--- config.mk ---
export PLATFORM = sky130hd
export DESIGN_NAME = spi_aes_slave
export DESIGN_NICKNAME = d
export VERILOG_FILES = /design/src/rtl/spi_aes_slave.sv
export SDC_FILE = /design/constraint.sdc
export NUM_CORES = 2
export LEC_CHECK = 0
export CELL_PAD_IN_SITES_DETAIL_PLACEMENT = 2
export CELL_PAD_IN_SITES_GLOBAL_PLACEMENT = 2
export CORE_UTILIZATION = 36
export CTS_CLUSTER_DIAMETER = 80
export DETAILED_ROUTE_END_ITERATION = 8
export PLACE_DENSITY_LB_ADDON = 0.1
export SYNTH_ARGS = -nofsm -noshare
export SYNTH_HDL_FRONTEND = slang
export SYNTH_SLANG_ARGS = --single-unit
--- constraint.sdc ---
create_clock -name clk -period 5.2 [get_ports clk]
set_input_delay 1.04 -clock clk [delete_from_list [all_inputs] [get_ports clk]]
set_output_delay 1.04 -clock clk [all_outputs]
set_load 0.02 [all_outputs]
--- src/rtl/spi_aes_slave.sv ---
// SPI mode-0 slave front end for the AES core.
// Receives the key, key size and data blocks, launches encrypt or decrypt,
// latches the core result and shifts it back out on a read command.
//
// state  | meaning
// -------+-----------------------------------------------------------
// IDLE   | no frame; waits for synchronized cs_n low (after cs_n seen high)
// CMD    | shifting in the 8-bit command byte
// KEY    | shifting in the 256-bit key payload
// DATA   | shifting in the 128-bit data block
// READ   | shifting the held result out on miso
// SKIP   | payload finished or command refused; wait for cs_n high
module spi_aes_slave #(
    parameter int SCLK_SYNC_STAGES = 2
) (
    input  logic         clk,
    input  logic         rst,
    input  logic         sclk,
    input  logic         cs_n,
    input  logic         mosi,
    output logic         miso,
    output logic [255:0] key_out,
    output logic [1:0]   nk_out,
    output logic [127:0] block_out,
    output logic         start_enc,
    output logic         start_dec,
    input  logic [127:0] result_in,
    input  logic         done_in,
    output logic         busy,
    output logic         result_valid
);

    typedef enum logic [2:0] {S_IDLE, S_CMD, S_KEY, S_DATA, S_READ, S_SKIP} state_t;

    state_t state_q, state_d;

    logic [SCLK_SYNC_STAGES-1:0] sclk_sync, cs_sync, mosi_sync;
    logic sclk_s, cs_s, mosi_s, sclk_prev, sclk_rise, sclk_fall;
    logic armed;
    logic [8:0]   bit_cnt;
    logic [6:0]   cmd_sr;
    logic [7:0]   cmd_byte;
    logic [254:0] key_sr;
    logic [126:0] blk_sr;
    logic [127:0] rd_sr;
    logic [127:0] result_q;
    logic pend_enc, pend_dec;
    logic key_done, data_done, read_done, enter_read;

    assign sclk_s    = sclk_sync[SCLK_SYNC_STAGES-1];
    assign cs_s      = cs_sync[SCLK_SYNC_STAGES-1];
    assign mosi_s    = mosi_sync[SCLK_SYNC_STAGES-1];
    assign sclk_rise = sclk_s & ~sclk_prev;
    assign sclk_fall = ~sclk_s & sclk_prev;
    assign cmd_byte  = {cmd_sr, mosi_s};

    // State register.
    always_ff @(posedge clk) begin
        if (!rst) state_q <= S_IDLE;
        else      state_q <= state_d;
    end

    // Next-state decode; payload completion takes priority over a same-cycle cs_n rise.
    always_comb begin
        state_d    = state_q;
        key_done   = 1'b0;
        data_done  = 1'b0;
        read_done  = 1'b0;
        enter_read = 1'b0;
        case (state_q)
            S_IDLE: if (!cs_s && armed) state_d = S_CMD;
            S_CMD: begin
                if (sclk_rise && bit_cnt == 9'd7) begin
                    if (cmd_byte[7:2] == 6'b000100 && cmd_byte[1:0] != 2'b11) begin
                        state_d = S_KEY;
                    end else if ((cmd_byte == 8'h20 || cmd_byte == 8'h30) && !busy) begin
                        state_d = S_DATA;
                    end else if (cmd_byte == 8'h40) begin
                        state_d    = S_READ;
                        enter_read = !cs_s;
                    end else begin
                        state_d = S_SKIP;
                    end
                end
            end
            S_KEY: begin
                if (sclk_rise && bit_cnt == 9'd255) begin
                    key_done = 1'b1;
                    state_d  = S_SKIP;
                end
            end
            S_DATA: begin
                if (sclk_rise && bit_cnt == 9'd127) begin
                    data_done = 1'b1;
                    state_d   = S_SKIP;
                end
            end
            S_READ: begin
                if (sclk_rise && bit_cnt == 9'd127) begin
                    read_done = 1'b1;
                    state_d   = S_SKIP;
                end
            end
            S_SKIP:  state_d = S_SKIP;
            default: state_d = S_IDLE;
        endcase
        if (cs_s && state_q != S_IDLE) state_d = S_IDLE;
    end

    // Synchronizers, shifters, output registers and the core handshake.
    always_ff @(posedge clk) begin
        if (!rst) begin
            sclk_sync    <= '0;
            cs_sync      <= '0;
            mosi_sync    <= '0;
            sclk_prev    <= 1'b0;
            armed        <= 1'b0;
            bit_cnt      <= '0;
            cmd_sr       <= '0;
            key_sr       <= '0;
            blk_sr       <= '0;
            rd_sr        <= '0;
            result_q     <= '0;
            pend_enc     <= 1'b0;
            pend_dec     <= 1'b0;
            miso         <= 1'b0;
            key_out      <= '0;
            nk_out       <= 2'b00;
            block_out    <= '0;
            start_enc    <= 1'b0;
            start_dec    <= 1'b0;
            busy         <= 1'b0;
            result_valid <= 1'b0;
        end else begin
            sclk_sync <= {sclk_sync[SCLK_SYNC_STAGES-2:0], sclk};
            cs_sync   <= {cs_sync[SCLK_SYNC_STAGES-2:0], cs_n};
            mosi_sync <= {mosi_sync[SCLK_SYNC_STAGES-2:0], mosi};
            sclk_prev <= sclk_s;
            // A frame already under way when reset released is ignored until cs_n goes high.
            if (cs_s) armed <= 1'b1;

            start_enc <= pend_enc;
            start_dec <= pend_dec;
            pend_enc  <= 1'b0;
            pend_dec  <= 1'b0;

            if (state_d != state_q) bit_cnt <= '0;
            else if (sclk_rise)     bit_cnt <= bit_cnt + 9'd1;

            if (state_q == S_CMD  && sclk_rise) cmd_sr <= cmd_byte[6:0];
            if (state_q == S_KEY  && sclk_rise) key_sr <= {key_sr[253:0], mosi_s};
            if (state_q == S_DATA && sclk_rise) blk_sr <= {blk_sr[125:0], mosi_s};

            if (key_done) begin
                key_out <= {key_sr, mosi_s};
                nk_out  <= cmd_sr[1:0];
            end
            if (data_done) begin
                block_out <= {blk_sr, mosi_s};
                pend_enc  <= ~cmd_sr[4];
                pend_dec  <= cmd_sr[4];
            end

            // The fall right after the last command rise presents result bit 127.
            if (enter_read) begin
                rd_sr <= result_q;
                miso  <= result_q[127];
            end else if (state_q == S_READ && !read_done && !cs_s) begin
                if (sclk_fall) begin
                    miso  <= rd_sr[127];
                    rd_sr <= {rd_sr[126:0], 1'b0};
                end
            end else begin
                miso <= 1'b0;
            end

            if (read_done) result_valid <= 1'b0;
            if (pend_enc || pend_dec) begin
                busy         <= 1'b1;
                result_valid <= 1'b0;
            end else if (done_in && busy) begin
                result_q     <= result_in;
                busy         <= 1'b0;
                result_valid <= 1'b1;
            end
        end
    end

endmodule

==> metrics.md <==
| Metric | Value |
|---|---|
| DRT antenna net count | 0 |
| Final Hold Viols | 0 |
| Start point of the critical path | state_q[1] |
| Pin count of the biggest net entering global routing | 234 |
| Critical path's top delay family | simple AND/OR/NAND/NOR gates |
| Peak Freq | approximately 300 MHz |
| GP Congestion | between 0.7 and 0.8 |
| Fin crit period | between 3 and 4 ns |
| TritonCTS Buffers | 120 |
| Cts hold-fix bufs | 0 |
| Count of TritonRoute iterations in the first routing pass | 4 |
| Total track usage | 21.3% |
| Post-synthesis sequential area ratio | about 53% |
| Vias in the first global route | 35000 |
| WL/cell | between 15 and 20 um |
| Detailed-route wire length | ~120 mm |
| Worst-path clk slew | around 0.06 ns |
| Die area | approximately 110000 um^2 |
| Worst Setup EP | bit_cnt[0] |
| YS warnings | 0 |
| Worst VDD drop | ~0.27 mV |
| CP Depth | 5 |
| Worst-Skew Late Latency | just over 0.7 ns |
| Core Util, Final | 45.4% |
| Post-Syn Instances | between 4000 and 5000 |
| R2R Path Start | state_q[1] |
| Global-route wire length before repair | 194 mm |
| CP bufs+invs | 0 |
| Seq cells post-synth | approximately 1100 |
| Top cells by area, synth | dfxtp_1 53%, nand2_1 18%, a21boi_0 17%, mux2i_1 3.2%, o211a_1 3.1% |
| WP data required | around 5.8 ns |
| RSZ-0062 raised after global routing | false |
| Most frequent cells in the layout | 1940 x nand2_1, 1058 x dfxtp_1, 907 x a21boi_0 |
| Slew headroom | 26.8% |
| Combinational cell fraction of total power | about 1.9% |
| Clock network power share | around half |
| Root buf cell | clkbuf_16 |
| CTS tree | built |
| H-tree lvl count | 3 |
| Worst slew pin tran | 1.10 ns |
| Sw power | ~3.7 mW |
| Clk buf depth | 3 |
| Power density cells | about 340 nW/um^2 |
| Core ar. | around 110000 um^2 |
| Met1 Track Usage GR | ~26% |
| Flop pwr share | 46.8% |
| Worst path max stage delay | ~0.90 ns |
| Number of flops mapped to enable cells by yosys | 0 |
| Layout Area Growth over Synthesis | 25.2% |
| Internal cell power | ~14 mW |
| Asr flop ratio synth | 0% |
| Slowest CP cell | and3_4 |
| Via count normalized by instance count | approximately 5.0 |
| DR iter-0 viols | 1371 |
| Area leader, netlist | dfxtp_1 |
| Switching share of power | approximately a fifth |
| GRT overflow | 0 |
| Final nets | roughly 5100 |
| Leakage power | 18.8 nW |
| CTS sink cnt | around 1100 |
| Placed Cells | about 6300 |
| Buffers on Ports | 524 |
| Setup repair bufs after CTS | 0 |
| Starting Density | between 30% and 40% |
| R2R Path End | bit_cnt[0] |
| Setup Skew | roughly 0.025 ns |
| Worst R2R Setup Slack | 1.89 ns |
| Commonest non-fill, non-tap cell in the layout | nand2_1 |
| Setup crit end kind | flop |
| Final period util | ~64% |
| Crit path cell chain | nor3b_1, and3_4, nor4_2, o31ai_2, nor3_1 |
| Final setup fails | 0 |
| Die Ht | about 340 um |
| Slew Viols, Final | 0 |
| Finished Layout Cells | around 6500 |
| Setup Total Neg Slack | 0 ns |
| IO Pins | between 500 and 600 |
| Post-CTS sizing | 0 |
| Critical path peak fanout | 67 |
| Ys flop type | dfxtp_1 |
| Met3 GRT Util | 4.91% |
| Share of layout cells above drive strength 1 | under 10% |
| Hold/Removal Path Class | reg2reg |
| Critical path data arrival time | around 3.9 ns |
| GRT met2 Usage | 36.8% |
| Startpoint class of the critical path | flop |
| Antenna violations before repair | 4 |
| Critical Setup Path Class | reg2reg |
| Die Wd | 336 um |
| Status | finished, final reports clean |
| Placement Rows | ~120 |
| Distinct cells, synth | 47 |
| Reg2Reg Depth | 5 |
| Global routing's busiest layer | met2 |
| Vias | 32600 |
| Number of max-cap violations | 0 |
| Post-route DRC violation count | 0 |
| Power Total | approximately 17 mW |
| Syn nets | around 4800 |
| Mean Syn Cell Area | between 8 and 9 um^2 |
| Share of the synthesized area in the top cell type | approximately 53% |
| Dpl hpwl | 76.2 mm |
| Area of the mapped netlist | ~40000 um^2 |
[worst register-to-register path, delay by kind of cell, from the launching register on]
family	cells	cell delay (ns)
AO/OA/AOI/OAI	1	0.72
AND/OR/NAND/NOR	4	1.83
flip-flops	1	0.61
[layer usage]
layer | share of wire [%] | vias to the layer above
li1 | - | 15800
met1 | 43 | 16100
met2 | 48 | 491
met3 | 5.3 | 211
met4 | 3.6 | 6
met5 | 0.033 | -
[stage by stage]
stage               setup slack, ns  hold slack (ns)  instance area (um^2)
finish                         1.89            0.436                 50300
global route                   1.65            0.470                 50300
CTS                            1.82            0.441                 50300
detailed placement             1.86            0.422                 46100
global placement               1.92            0.424                 46100
floorplan                      2.97            0.412                 40200
[power groups by stage]
stage          Sequential (mW)  Combinational (mW)  Clock (mW)
2_1_floorplan             8.29               0.178           0
3_3_place_gp              8.29               0.349           0
3_5_place_dp              8.29               0.342           0
4_1_cts                   8.11               0.343        9.13
5_1_grt                   8.11               0.359        9.48
6_report                  8.12               0.337        8.88
[flip-flops by register name, summed over array words and instances (netlist names), 2 cells and up]
| signal | count |
|---|---|
| sclk_sync | 2 |
| bit_cnt | 9 |
| cmd_sr | 7 |
| key_sr | 255 |
| rd_sr | 128 |
| nk_out | 2 |
| mosi_sync | 2 |
| key_out | 256 |
| blk_sr | 127 |
| state_q | 3 |
| cs_sync | 2 |
| result_q | 128 |
| block_out | 128 |
[how the worst min path moves through the flow]
stage / start / end / cells after the start
floorplan: cs_sync[0] / cs_sync[1] / 1
global placement: mosi_sync[0] / mosi_sync[1] / 1
detailed placement: mosi_sync[0] / mosi_sync[1] / 1
CTS: sclk_sync[0] / sclk_sync[1] / 1
global route: mosi_sync[0] / mosi_sync[1] / 1
finish: sclk_sync[0] / sclk_sync[1] / 1
[Yosys cell counts (2+ instances only)]
| cell | instances |
|---|---|
| nor3b_1 | 2 |
| and4_1 | 2 |
| mux2i_1 | 127 |
| ha_1 | 2 |
| o211a_1 | 126 |
| nand3b_1 | 3 |
| nor2b_1 | 3 |
| a21boi_0 | 907 |
| nor4_1 | 2 |
| a21oi_1 | 5 |
| o21a_1 | 2 |
| nor3_1 | 12 |
| o21ai_0 | 4 |
| nand2b_1 | 6 |
| nor2_1 | 12 |
| and3_1 | 5 |
| nor4b_1 | 2 |
| buf_2 | 94 |
| clkbuf_1 | 256 |
| nand2_1 | 1943 |
| xnor2_1 | 2 |
| nand3_1 | 15 |
| and2_1 | 10 |
| inv_1 | 2 |
| dfxtp_1 | 1058 |
| buf_6 | 13 |
| xor2_1 | 5 |
[layout make-up]
cell class	count	area, um^2
fill	12000	60400
sequential	1058	21200
multi-input combinational	3216	17500
timing repair buffer	555	5610
clock buffer	177	3570
tap	1488	1860
clock inverter	41	589
inverter	2	7.51
antenna	2	5.00
[cells by family (layout without fill, tap and decap cells)]
group | after synthesis | after routing | share of synthesized area, %
AO/OA/AOI/OAI | 1052 | 1052 | 20.4
XOR/XNOR | 7 | 7 | 0.153
adder cells (fa/ha/maj) | 2 | 2 | 0.0623
buffers and inverters | 366 | 775 | 3.96
flip-flops | 1058 | 1058 | 52.7
multiplexers | 128 | 128 | 3.19
other | 0 | 2 | 0
AND/OR/NAND/NOR | 2027 | 2027 | 19.4
No activity file was read; power rests on OpenSTA's default activity.
